===== src/rtl/fetch_unit.sv =====
// Instruction fetch stage: owns the PC, keeps one imem read in flight, and pushes
// {pc, inst} into the instruction queue. A one-entry hold register absorbs a response
// that arrives while the queue is full. Backend redirects retarget the PC and drop
// any response still in flight.
// Optional build macro FETCH_PERF_CNT_EN adds perf_fetched / perf_stall counters.
module fetch_unit #(
  parameter int unsigned     XLEN     = 32,
  parameter logic [XLEN-1:0] RESET_PC = 32'h1ECEB000
) (
  input  logic              clk,
  input  logic              rst,
  input  logic              redirect_valid,
  input  logic [XLEN-1:0]   redirect_pc,
  output logic [XLEN-1:0]   imem_addr,
  output logic [3:0]        imem_rmask,
  input  logic [XLEN-1:0]   imem_rdata,
  input  logic              imem_resp,
  output logic              fifo_enqueue,
  output logic [2*XLEN-1:0] fifo_wdata,
  input  logic              fifo_is_full
`ifdef FETCH_PERF_CNT_EN
  ,
  output logic [31:0]       perf_fetched,
  output logic [31:0]       perf_stall
`endif
);

  localparam logic [XLEN-1:0] PcStep = XLEN'(4);

  typedef enum logic [1:0] {StReq, StWait, StDiscard, StHold} state_e;

  state_e            state_q, state_d;
  logic [XLEN-1:0]   pc_q, pc_d;
  logic [2*XLEN-1:0] hold_q, hold_d;
  logic [XLEN-1:0]   redirect_tgt;

  // Instructions are word aligned, so the low address bits of a redirect are dropped.
  assign redirect_tgt = {redirect_pc[XLEN-1:2], 2'b00};
  assign imem_addr    = pc_q;

  // State, PC and hold register update; reset restarts fetch at RESET_PC.
  always_ff @(posedge clk) begin
    if (rst) begin
      state_q <= StReq;
      pc_q    <= RESET_PC;
      hold_q  <= '0;
    end else begin
      state_q <= state_d;
      pc_q    <= pc_d;
      hold_q  <= hold_d;
    end
  end

  // Next-state: redirect wins over any response or push in the same cycle.
  always_comb begin
    state_d = state_q;
    pc_d    = pc_q;
    hold_d  = hold_q;
    unique case (state_q)
      StReq: begin
        if (redirect_valid) pc_d = redirect_tgt;
        else                state_d = StWait;
      end
      StWait: begin
        if (redirect_valid) begin
          pc_d    = redirect_tgt;
          // A response landing with the redirect is simply dropped; nothing left in flight.
          state_d = imem_resp ? StReq : StDiscard;
        end else if (imem_resp) begin
          pc_d = pc_q + PcStep;
          if (fifo_is_full) begin
            hold_d  = {pc_q, imem_rdata};
            state_d = StHold;
          end else begin
            state_d = StReq;
          end
        end
      end
      StDiscard: begin
        if (redirect_valid) pc_d = redirect_tgt;
        // The stale response retires the outstanding read even if a redirect coincides,
        // otherwise we would wait for a response that never comes.
        if (imem_resp) state_d = StReq;
      end
      StHold: begin
        if (redirect_valid) begin
          pc_d    = redirect_tgt;
          state_d = StReq;
        end else if (!fifo_is_full) begin
          state_d = StReq;
        end
      end
      default: state_d = StReq;
    endcase
  end

  // Outputs: request strobe in StReq, push from the live response or the hold register.
  always_comb begin
    imem_rmask   = 4'h0;
    fifo_enqueue = 1'b0;
    fifo_wdata   = '0;
    if (!rst && !redirect_valid) begin
      unique case (state_q)
        StReq: imem_rmask = 4'hF;
        StWait: begin
          if (imem_resp && !fifo_is_full) begin
            fifo_enqueue = 1'b1;
            fifo_wdata   = {pc_q, imem_rdata};
          end
        end
        StHold: begin
          if (!fifo_is_full) begin
            fifo_enqueue = 1'b1;
            fifo_wdata   = hold_q;
          end
        end
        default: ;
      endcase
    end
  end

`ifdef FETCH_PERF_CNT_EN
  logic [31:0] perf_fetched_q, perf_stall_q;

  // Performance counters; free-running and untouched by redirects.
  always_ff @(posedge clk) begin
    if (rst) begin
      perf_fetched_q <= '0;
      perf_stall_q   <= '0;
    end else begin
      if (fifo_enqueue)                       perf_fetched_q <= perf_fetched_q + 32'd1;
      if (state_q == StHold && fifo_is_full) perf_stall_q   <= perf_stall_q + 32'd1;
    end
  end

  assign perf_fetched = perf_fetched_q;
  assign perf_stall   = perf_stall_q;
`else
  // No counters in this build; fetch behaviour is unchanged.
`endif

endmodule


===== config.mk =====
export PLATFORM = sky130hd
export DESIGN_NAME = fetch_unit
export DESIGN_NICKNAME = d
export VERILOG_FILES = /design/src/rtl/fetch_unit.sv
export SDC_FILE = /design/constraint.sdc
export NUM_CORES = 1
export LEC_CHECK = 0
export BUFFER_PORTS_ARGS = -buffer_cell sky130_fd_sc_hd__buf_4
export CORE_ASPECT_RATIO = 2
export CORE_MARGIN = 2
export CORE_UTILIZATION = 44
export DETAILED_ROUTE_END_ITERATION = 12
export GPL_ROUTABILITY_DRIVEN = 1
export PLACE_DENSITY = 0.71
export SYNTH_ARGS = -nofsm -noshare
export SYNTH_HDL_FRONTEND = slang
export SYNTH_SLANG_ARGS = --single-unit

===== constraint.sdc =====
create_clock -name clk -period 2.2 [get_ports clk]
set_clock_uncertainty 0.2 [all_clocks]
set_input_delay 0.11 -clock clk [delete_from_list [all_inputs] [get_ports clk]]
set_output_delay 0.11 -clock clk [all_outputs]
set_load 0.005 [all_outputs]

==> metrics.csv, run 1 <==
metric;value;unit
irDropWorstVdd;0.3744;mV
final_cell_area;7682;um2
avgViaCountPerCell;5.681;
clkSlewWorstSetupHoldPaths;0.06;ns
placed_cells;952;
drt-total-wl;17.76;mm
clkPwrFrac;39.7;%
grt_max_degree;47;
wire_per_inst;17.00;um
drtIter0Drc;307;
p_seq_share;44.9;%
drt_pass1_iterations;5;
use_met1;28.06;%
cts_tree;done;
num_rows;55;
synth_top_cell_by_area;dfxtp_1;
fmax;0.4679;GHz
synth_area_per_cell;7.594;um2
arrival;1.83;ns
end_kind;primary output;
routed-via-count;5937;
syn_inst;674;
grt_pass1_vias;5384;
yosysMostFrequentCell;nand2_1;
synthTopCellsByCount;132 x nand2_1, 94 x dfxtp_1, 84 x nor2_1, 68 x a21oi_1, 63 x a22oi_1;
cts_num_sinks;94;
synth_edf_count;0;
clock-root-buffer;clkbuf_16;
placed_cell_area;6531;um2
final.setup.tns;0;ns
power.density;528.9;nW/um2
netlist_area;5119;um2
finalMaxSlewViolations;0;
final_hold_viol_count;0;
finalSetupViolations;0;
drc;0;
ys.flop_type;dfxtp_1;
antenna_found_initial;0;
gp_congestion;0.8743;
p_leak;2.948;nW
grtUsageMet2;47.54;%
die-area;12560;um2
p_sw;0.9865;mW
synth_top_area_share;36.76;%
postRouteAntennaNets;0;
grt_use_met3;3.749;%
antenna_cells;0;
p_sw_share;24.28;%
synth_seq_cells;94;
hp-class;input pin to register;
fin_crit_sh;97.16;%
clkLatencyLatePin;0.34;ns
synth_top_cells_by_area;dfxtp_1 37%, nand2_1 9.7%, a22oi_1 9.2%;
timing.hold.ws;0.01860;ns
status;finished clean;
async_flop_share;0;%
ios;170;
grt_pass1_wl;25.92;mm
htreeDepth;3;
yosys_warnings;0;
busiest_layer;met2;
core_area;11350;um2
cts_inserted_buffers;9;
path_class;input pin to primary output;
post_synth_num_cell_types;64;
drive_gt1_share;28.02;%
die_x;80.27;um
period_needed;2.137;ns
num-nets-final;970;
dp_hpwl;11.77;mm
internal_power;3.077;mW
gr-total-overflow;0;
start_kind;input pin;
fin_cells;1045;
design_power_total;4.064;mW
grt_usage;26.16;%
syn_to_final_growth;50.09;%
yosysSeqAreaShare;36.76;%
initial_core_util;45.08;%
p_comb_share;15.3;%
ctsLongestPathBuffers;2;
drv_cap;0;
cp_max_fo;18;
die_h;156.5;um
port_buffers;163;
crit_required;1.89;ns
==> final timing paths <==
| check | from | to | slack, ns | cells past startpoint |
|---|---|---|---|---|
| max | imem_resp | fifo_wdata[29] | 0.06 | 9 |
| min | redirect_valid | imem_addr[3] | 0.02 | 3 |
| max reg2reg | imem_addr[11] | imem_addr[28] | 0.16 | 5 |
| min reg2reg | hold_q[1] | hold_q[1] | 0.25 | 2 |
==> cell type report <==
class / instances / area, um2
flip-flops and latches: 94 / 1887
fillers: 948 / 3672
repair buffers: 280 / 2402
multi-input cells: 509 / 2890
well taps: 142 / 177.7
inverters: 6 / 22.52
clock buffers: 10 / 229.0
clock inverters: 4 / 73.82
==> power groups by stage <==
stage / Combinational, mW / Clock, mW / Sequential [mW]
2_1_floorplan: 0.251 / 0 / 1.85
3_3_place_gp: 0.493 / 0 / 1.86
3_5_place_dp: 0.502 / 0 / 1.86
4_1_cts: 0.601 / 1.65 / 1.83
5_1_grt: 0.666 / 1.73 / 1.83
6_report: 0.622 / 1.61 / 1.83
==> what timing repair did <==
item | in CTS | in global routing
resized for setup | 5 | 6
hold endpoints to repair | 73 | 0
pin swaps | 1 | 4
buffers inserted | 1 | 9
hold buffers | 66 | 0
endpoints found under the setup margin | 62 | 62
gates cloned | 0 | 3
==> cells by family (layout without fill, tap and decap cells) <==
group                      Yosys count  count (layout)  share of synthesized area, %
other                                1               4                       0.07326
AOI/OAI and AO/OA                  186             186                         24.81
and+or+nand+nor                    309             309                         29.16
xor gates and xnor gates             9               9                         1.540
adders and majority gates            1               1                        0.2444
buffers and inverters               74             300                         7.406
DFF                                 94              94                         36.76
==> state kept, by name (all words and copies together) (netlist names) <==
register / cells
hold_q: 62
imem_addr: 30
state_q: 2
==> per-layer routing <==
layer	wire, um	part of all wire, %
met4	805	4.5
met5	0	0
met2	9558	54
met1	6546	37
met3	852	4.8
==> critical path, cell delays in order <==
cell and delay (ns):
dlygate4sd3_1 0.54, buf_4 0.19, nand3b_4 0.13, nor2_4 0.18, buf_4 0.14, buf_12 0.14, a22oi_1 0.09, nor2_1 0.15
buf_4 0.14
==> cells in the final DEF, fill, tap and decap left out, types with 5 or more instances in the layout <==
| cell | instances |
|---|---|
| a2111oi_0 | 6 |
| a211oi_1 | 12 |
| a21oi_1 | 68 |
| a22oi_1 | 63 |
| a311oi_1 | 10 |
| and3_1 | 13 |
| buf_12 | 6 |
| buf_4 | 203 |
| clkbuf_16 | 12 |
| dfxtp_1 | 92 |
| dlygate4sd3_1 | 66 |
| inv_1 | 6 |
| nand2_1 | 130 |
| nand3_1 | 5 |
| nand4_1 | 12 |
| nor2_1 | 82 |
| nor3_1 | 23 |
| xnor2_1 | 6 |
==> stage by stage <==
| step | util [%] | setup WS, ns |
|---|---|---|
| after detailed placement | 57.52 | 0.1459 |
| after global routing | 67.66 | -0.001922 |
| after CTS | 66.21 | 0.003042 |
| after global placement | 57.52 | 0.2226 |
| final | 67.66 | 0.06257 |
| after floorplan | - | 0.2001 |
Note: power is estimated with default switching activity, not from simulation.
==> run 2: changes to the inputs <==
--- a/config.mk
+++ b/config.mk
@@ -5,7 +5,7 @@
 export SDC_FILE = /design/constraint.sdc
 export NUM_CORES = 1
 export LEC_CHECK = 0
-export BUFFER_PORTS_ARGS = -buffer_cell sky130_fd_sc_hd__buf_4
+export BUFFER_PORTS_ARGS = -buffer_cell sky130_fd_sc_hd__buf_2
 export CORE_ASPECT_RATIO = 2
 export CORE_MARGIN = 2
 export CORE_UTILIZATION = 44
==> constraint.sdc (replaced) <==
create_clock -name clk -period 2.65 [get_ports clk]
set_clock_uncertainty 0.2 [all_clocks]
set_input_delay 0.1325 -clock clk [delete_from_list [all_inputs] [get_ports clk]]
set_output_delay 0.1325 -clock clk [all_outputs]
set_load 0.005 [all_outputs]
==> metrics.csv, run 2 (same netlist as run 1, synthesis figures left out) <==
metric;value;unit;change
die_x;80.27;um;unchanged
p_comb_share;12.4;%;-2.9 points
routed-via-count;5784;;-2.6%
end_kind;primary output;;
gp_congestion;0.8890;;+1.7%
drt-total-wl;16.34;mm;-8.0%
placed_cells;935;;-1.8%
grt_usage;25.53;%;-0.63 points
avgViaCountPerCell;5.715;;+0.60%
num_rows;55;;unchanged
finalWorstSetupSlack;0.3067;ns;+0.2441 ns
final_hold_viol_count;0;;unchanged
die_h;156.5;um;unchanged
grt_pass1_wl;25.49;mm;-1.7%
tightestPinTransition;0.7124;ns;
fmax;0.4267;GHz;
ctsLongestPathBuffers;2;;unchanged
p_sw_share;25.16;%;+0.88 points
drv_cap;0;;unchanged
busiest_layer;met2;;
wire_per_inst;16.14;um;-5.0%
cts_inserted_buffers;9;;unchanged
clkPwrFrac;40.7;%;+1.0 points
num-nets-final;935;;-3.6%
r2r_slack;0.45;ns;+0.29 ns
power.density;475.4;nW/um2;-10%
hp-class;input pin to register;;
arrival;2.01;ns;+0.18 ns
grt_max_degree;61;;+30%
rsz0062_at_grt;no;;
finalMaxSlewViolations;0;;unchanged
grtUsageMet2;44.76;%;-2.8 points
p_seq_share;46.9;%;+2.0 points
crit_required;2.32;ns;+0.43 ns
use_met1;28.61;%;+0.55 points
ios;170;;unchanged
drtIter0Drc;382;;+24%
irDropWorstVdd;0.3368;mV;-10%
syn_to_final_growth;34.22;%;
dp_hpwl;11.10;mm;-5.7%
p_sw;0.8217;mW;-17%
cts_num_sinks;94;;unchanged
regMostFlops;hold_q;;
antenna_found_initial;0;;unchanged
path_class;register to primary output;;
status;finished clean;;
drt_pass1_iterations;6;;+1
fin_cells;1012;;-3.2%
core_area;11350;um2;unchanged
grt_use_met3;3.864;%;+0.12 points
design_power_total;3.266;mW;-20%
drive_gt1_share;25.75;%;-2.3 points
drc;0;;unchanged
fin_crit_sh;88.43;%;
internal_power;2.445;mW;-21%
postRouteAntennaNets;0;;unchanged
n_fill_cell;1045;;+10%
grt_pass1_vias;5325;;-1.1%
slew_headroom;52.46;%;
final_common_cell;buf_2;;
largest_register_ffs;62;;unchanged
final_cell_mix;162 x buf_2, 130 x nand2_1, 93 x dfxtp_1;;
p_leak;2.664;nW;-9.6%
gr-total-overflow;0;;unchanged
clkLatencyLatePin;0.34;ns;about the same
initial_core_util;45.08;%;unchanged
cp_max_fo;37;;+19
port_buffers;163;;unchanged
final.setup.tns;0;ns;unchanged
postLayoutCoreUtil;60.51;%;-7.2 points
antenna_cells;0;;unchanged
start_kind;register;;
post-place-ws;0.3317;ns;+0.1858 ns
cts_tree;done;;
die-area;12560;um2;unchanged
clock-root-buffer;clkbuf_16;;
finalSetupViolations;0;;unchanged
clkSlewWorstSetupHoldPaths;0.07;ns;about the same
period_needed;2.343;ns;
htreeDepth;3;;unchanged
run 2: cell count changes in the layout (fill, tap and decap cells not counted), sizes merged:
cell,before,now
buf,211,184
clkinvlp,0,2
clkinv,2,0
bufinv,2,1
inv,6,7
dlygate4sd3,66,61
clkbuf,13,12
run 2: power groups by stage:
stage | clock [mW] | combinational (mW) | sequential, mW
6_report | 1.33 | 0.406 | 1.53
5_1_grt | 1.42 | 0.442 | 1.54
4_1_cts | 1.37 | 0.402 | 1.53
3_5_place_dp | 0 | 0.332 | 1.56
3_3_place_gp | 0 | 0.323 | 1.56
2_1_floorplan | 0 | 0.208 | 1.54
run 2: final timing paths:
kind,to,cells past startpoint,from
worst min-delay path,imem_addr[14],2,imem_resp
worst max register to register,hold_q[41],5,state_q[0]
worst min register to register,hold_q[27],2,hold_q[27]
worst max-delay path,fifo_wdata[49],6,state_q[0]
run 2: critical path, stage by stage (launching register included):
cell and delay, ns:
dfxtp_2 0.48, nand3b_4 0.21, nor2_4 0.14, buf_4 0.36, a22oi_1 0.15, nor2_1 0.15
buf_2 0.13
run 2: final cells by class:
type / count / area [um2] / area share (%)
multi-input cells: 509 / 2890 / 42.07
flip-flops and latches: 94 / 1883 / 27.41
repair buffers: 245 / 1587 / 23.09
clock buffers: 12 / 256.5 / 3.733
well taps: 142 / 177.7 / 2.586
clock inverters: 4 / 53.80 / 0.7831
inverters: 6 / 22.52 / 0.3278
run 2: per-stage QoR:
stage	instance area, um2	hold slack [ns]
after floorplan	5130	0.06846
after global placement	5948	0.1868
after detailed placement	5948	0.1943
after CTS	6869	0.001285
after global routing	6870	0.007313
final	6870	0.01399
run 2: timing repair:
item / in CTS / in global routing
setup endpoints to repair: 0 / 11
gates resized for setup: 0 / 1
setup buffers: 0 / 0
hold buffers: 61 / 0
hold endpoints to repair: 60 / 0
run 2: metal layers:
metal	up-vias	share of wire, %
met3	58	5.1
met4	0	4.6
met2	239	53
li1	2784	-
met1	2703	37
met5	-	0
==> run 3: changes to the inputs <==
--- a/config.mk
+++ b/config.mk
@@ -10,7 +10,7 @@
 export CORE_MARGIN = 2
 export CORE_UTILIZATION = 44
 export DETAILED_ROUTE_END_ITERATION = 12
-export GPL_ROUTABILITY_DRIVEN = 1
+export GPL_ROUTABILITY_DRIVEN = 0
 export PLACE_DENSITY = 0.71
 export SYNTH_ARGS = -nofsm -noshare
 export SYNTH_HDL_FRONTEND = slang
==> constraint.sdc (replaced) <==
create_clock -name clk -period 2.66 [get_ports clk]
set_clock_uncertainty 0.2 [all_clocks]
set_input_delay 0.133 -clock clk [delete_from_list [all_inputs] [get_ports clk]]
set_output_delay 0.133 -clock clk [all_outputs]
set_load 0.005 [all_outputs]
==> metrics.csv, run 3 (same netlist as run 1, synthesis figures left out) <==
metric;value;unit;change
path_class;input pin to primary output;;
drt_pass1_iterations;7;;+1
tightestPinTransition;0.7263;ns;+0.01388 ns
final_common_cell;buf_2;;
drc;0;;unchanged
die_h;156.5;um;unchanged
initial_core_util;45.08;%;unchanged
placed_cell_area;5951;um2;about the same
largest_register_ffs;62;;unchanged
drt-total-wl;16.58;mm;+1.5%
rsz0062_at_grt;no;;
core_area;11350;um2;unchanged
grt_max_degree;75;;+23%
clock-root-buffer;clkbuf_16;;
drive_gt1_share;25.40;%;-0.34 points
drtIter0Drc;398;;+4.2%
routed-via-count;5835;;+0.88%
finalWorstSetupSlack;0.2075;ns;-0.09919 ns
die_x;80.27;um;unchanged
irDropWorstVdd;0.3819;mV;+13%
clkSlewWorstSetupHoldPaths;0.07;ns;about the same
fin_crit_sh;92.20;%;
ctsLongestPathBuffers;2;;unchanged
grt_pass1_wl;26.24;mm;+3.0%
final_hold_viol_count;0;;unchanged
ios;170;;unchanged
arrival;2.12;ns;+0.11 ns
avgViaCountPerCell;5.789;;+1.3%
antenna_cells;0;;unchanged
syn_to_final_growth;34.49;%;
period_needed;2.452;ns;
final_cell_mix;162 x buf_2, 130 x nand2_1, 93 x dfxtp_1;;
antenna_found_initial;0;;unchanged
cts_inserted_buffers;9;;unchanged
post-place-ws;0.2742;ns;-0.05751 ns
final_cell_area;6884;um2;+0.20%
finalSetupViolations;0;;unchanged
num_rows;55;;unchanged
grt_pass1_vias;5608;;+5.3%
postRouteAntennaNets;0;;unchanged
die-area;12560;um2;unchanged
n_fill_cell;1022;;-2.2%
design_power_total;3.294;mW;+0.83%
finalMaxSlewViolations;0;;unchanged
p_leak;2.666;nW;about the same
gr-total-overflow;0;;unchanged
start_kind;input pin;;
cp_max_fo;60;;+62%
clkLatencyLatePin;0.34;ns;about the same
fmax;0.4077;GHz;
drv_cap;0;;unchanged
crit_required;2.33;ns;about the same
cts_tree;done;;
final.setup.tns;0;ns;unchanged
power.density;478.4;nW/um2;+0.63%
num-nets-final;933;;-0.21%
slew_headroom;51.14;%;-1.3 points
htreeDepth;3;;unchanged
regMostFlops;hold_q;;
grt_usage;26.38;%;+0.85 points
status;finished clean;;
cts_num_sinks;94;;unchanged
timing.hold.ws;0.02055;ns;+0.006567 ns
end_kind;primary output;;
dp_hpwl;10.87;mm;-2.1%
wire_per_inst;16.45;um;+1.9%
hp-class;input pin to register;;
port_buffers;163;;unchanged
## run 3: where the power goes
group / switching (mW) / total (mW) / internal [mW] / leakage [nW]
Clock: 0.527 / 1.36 / 0.837 / 0.150
Combinational: 0.200 / 0.403 / 0.203 / 1.75
Sequential: 0.0767 / 1.53 / 1.45 / 0.766
## run 3: repair_timing
| item | CTS | global route |
|---|---|---|
| buffers inserted | 0 | 0 |
| gates resized for setup | 0 | 1 |
| hold endpoints to repair | 64 | 0 |
| endpoints found under the setup margin | 0 | 1 |
| hold buffers | 62 | 0 |
## run 3: through the flow
stage          util (%)  std cells
6_report          60.63       1008
5_1_grt           60.63       1008
4_1_cts           60.62       1008
3_5_place_dp      52.41        932
3_3_place_gp      52.41        932
2_1_floorplan         -        677
## run 3: worst paths after layout
check | from | end | slack, ns | depth (start not counted)
worst max-delay path | rst | fifo_wdata[11] | 0.21 | 7
worst min-delay path | redirect_pc[20] | imem_addr[20] | 0.02 | 4
worst max register to register | imem_addr[3] | imem_addr[16] | 0.32 | 5
worst min register to register | hold_q[49] | hold_q[49] | 0.25 | 2
## run 3: final cells by class
cell class | instances | area, um2 | share of cell area (%)
multi-input cells | 509 | 2890 | 41.98
well taps | 142 | 177.7 | 2.581
flip-flops and latches | 94 | 1883 | 27.35
inverters | 6 | 22.52 | 0.3272
repair buffers | 243 | 1599 | 23.23
clock buffers | 10 | 239.0 | 3.471
clock inverters | 4 | 72.57 | 1.054
## run 3: worst max-delay path: stages
cell and delay, ns:
dlygate4sd3_1 0.52, buf_4 0.34, nor2_1 0.11, nand2_2 0.11, buf_4 0.54, nor2_1 0.16, buf_2 0.17
## run 3: per-layer routing
metal	wire (um)	GRT usage, %
met4	869	16.63
met1	6194	28.97
met3	770	3.864
met2	8744	46.23
met5	0	0
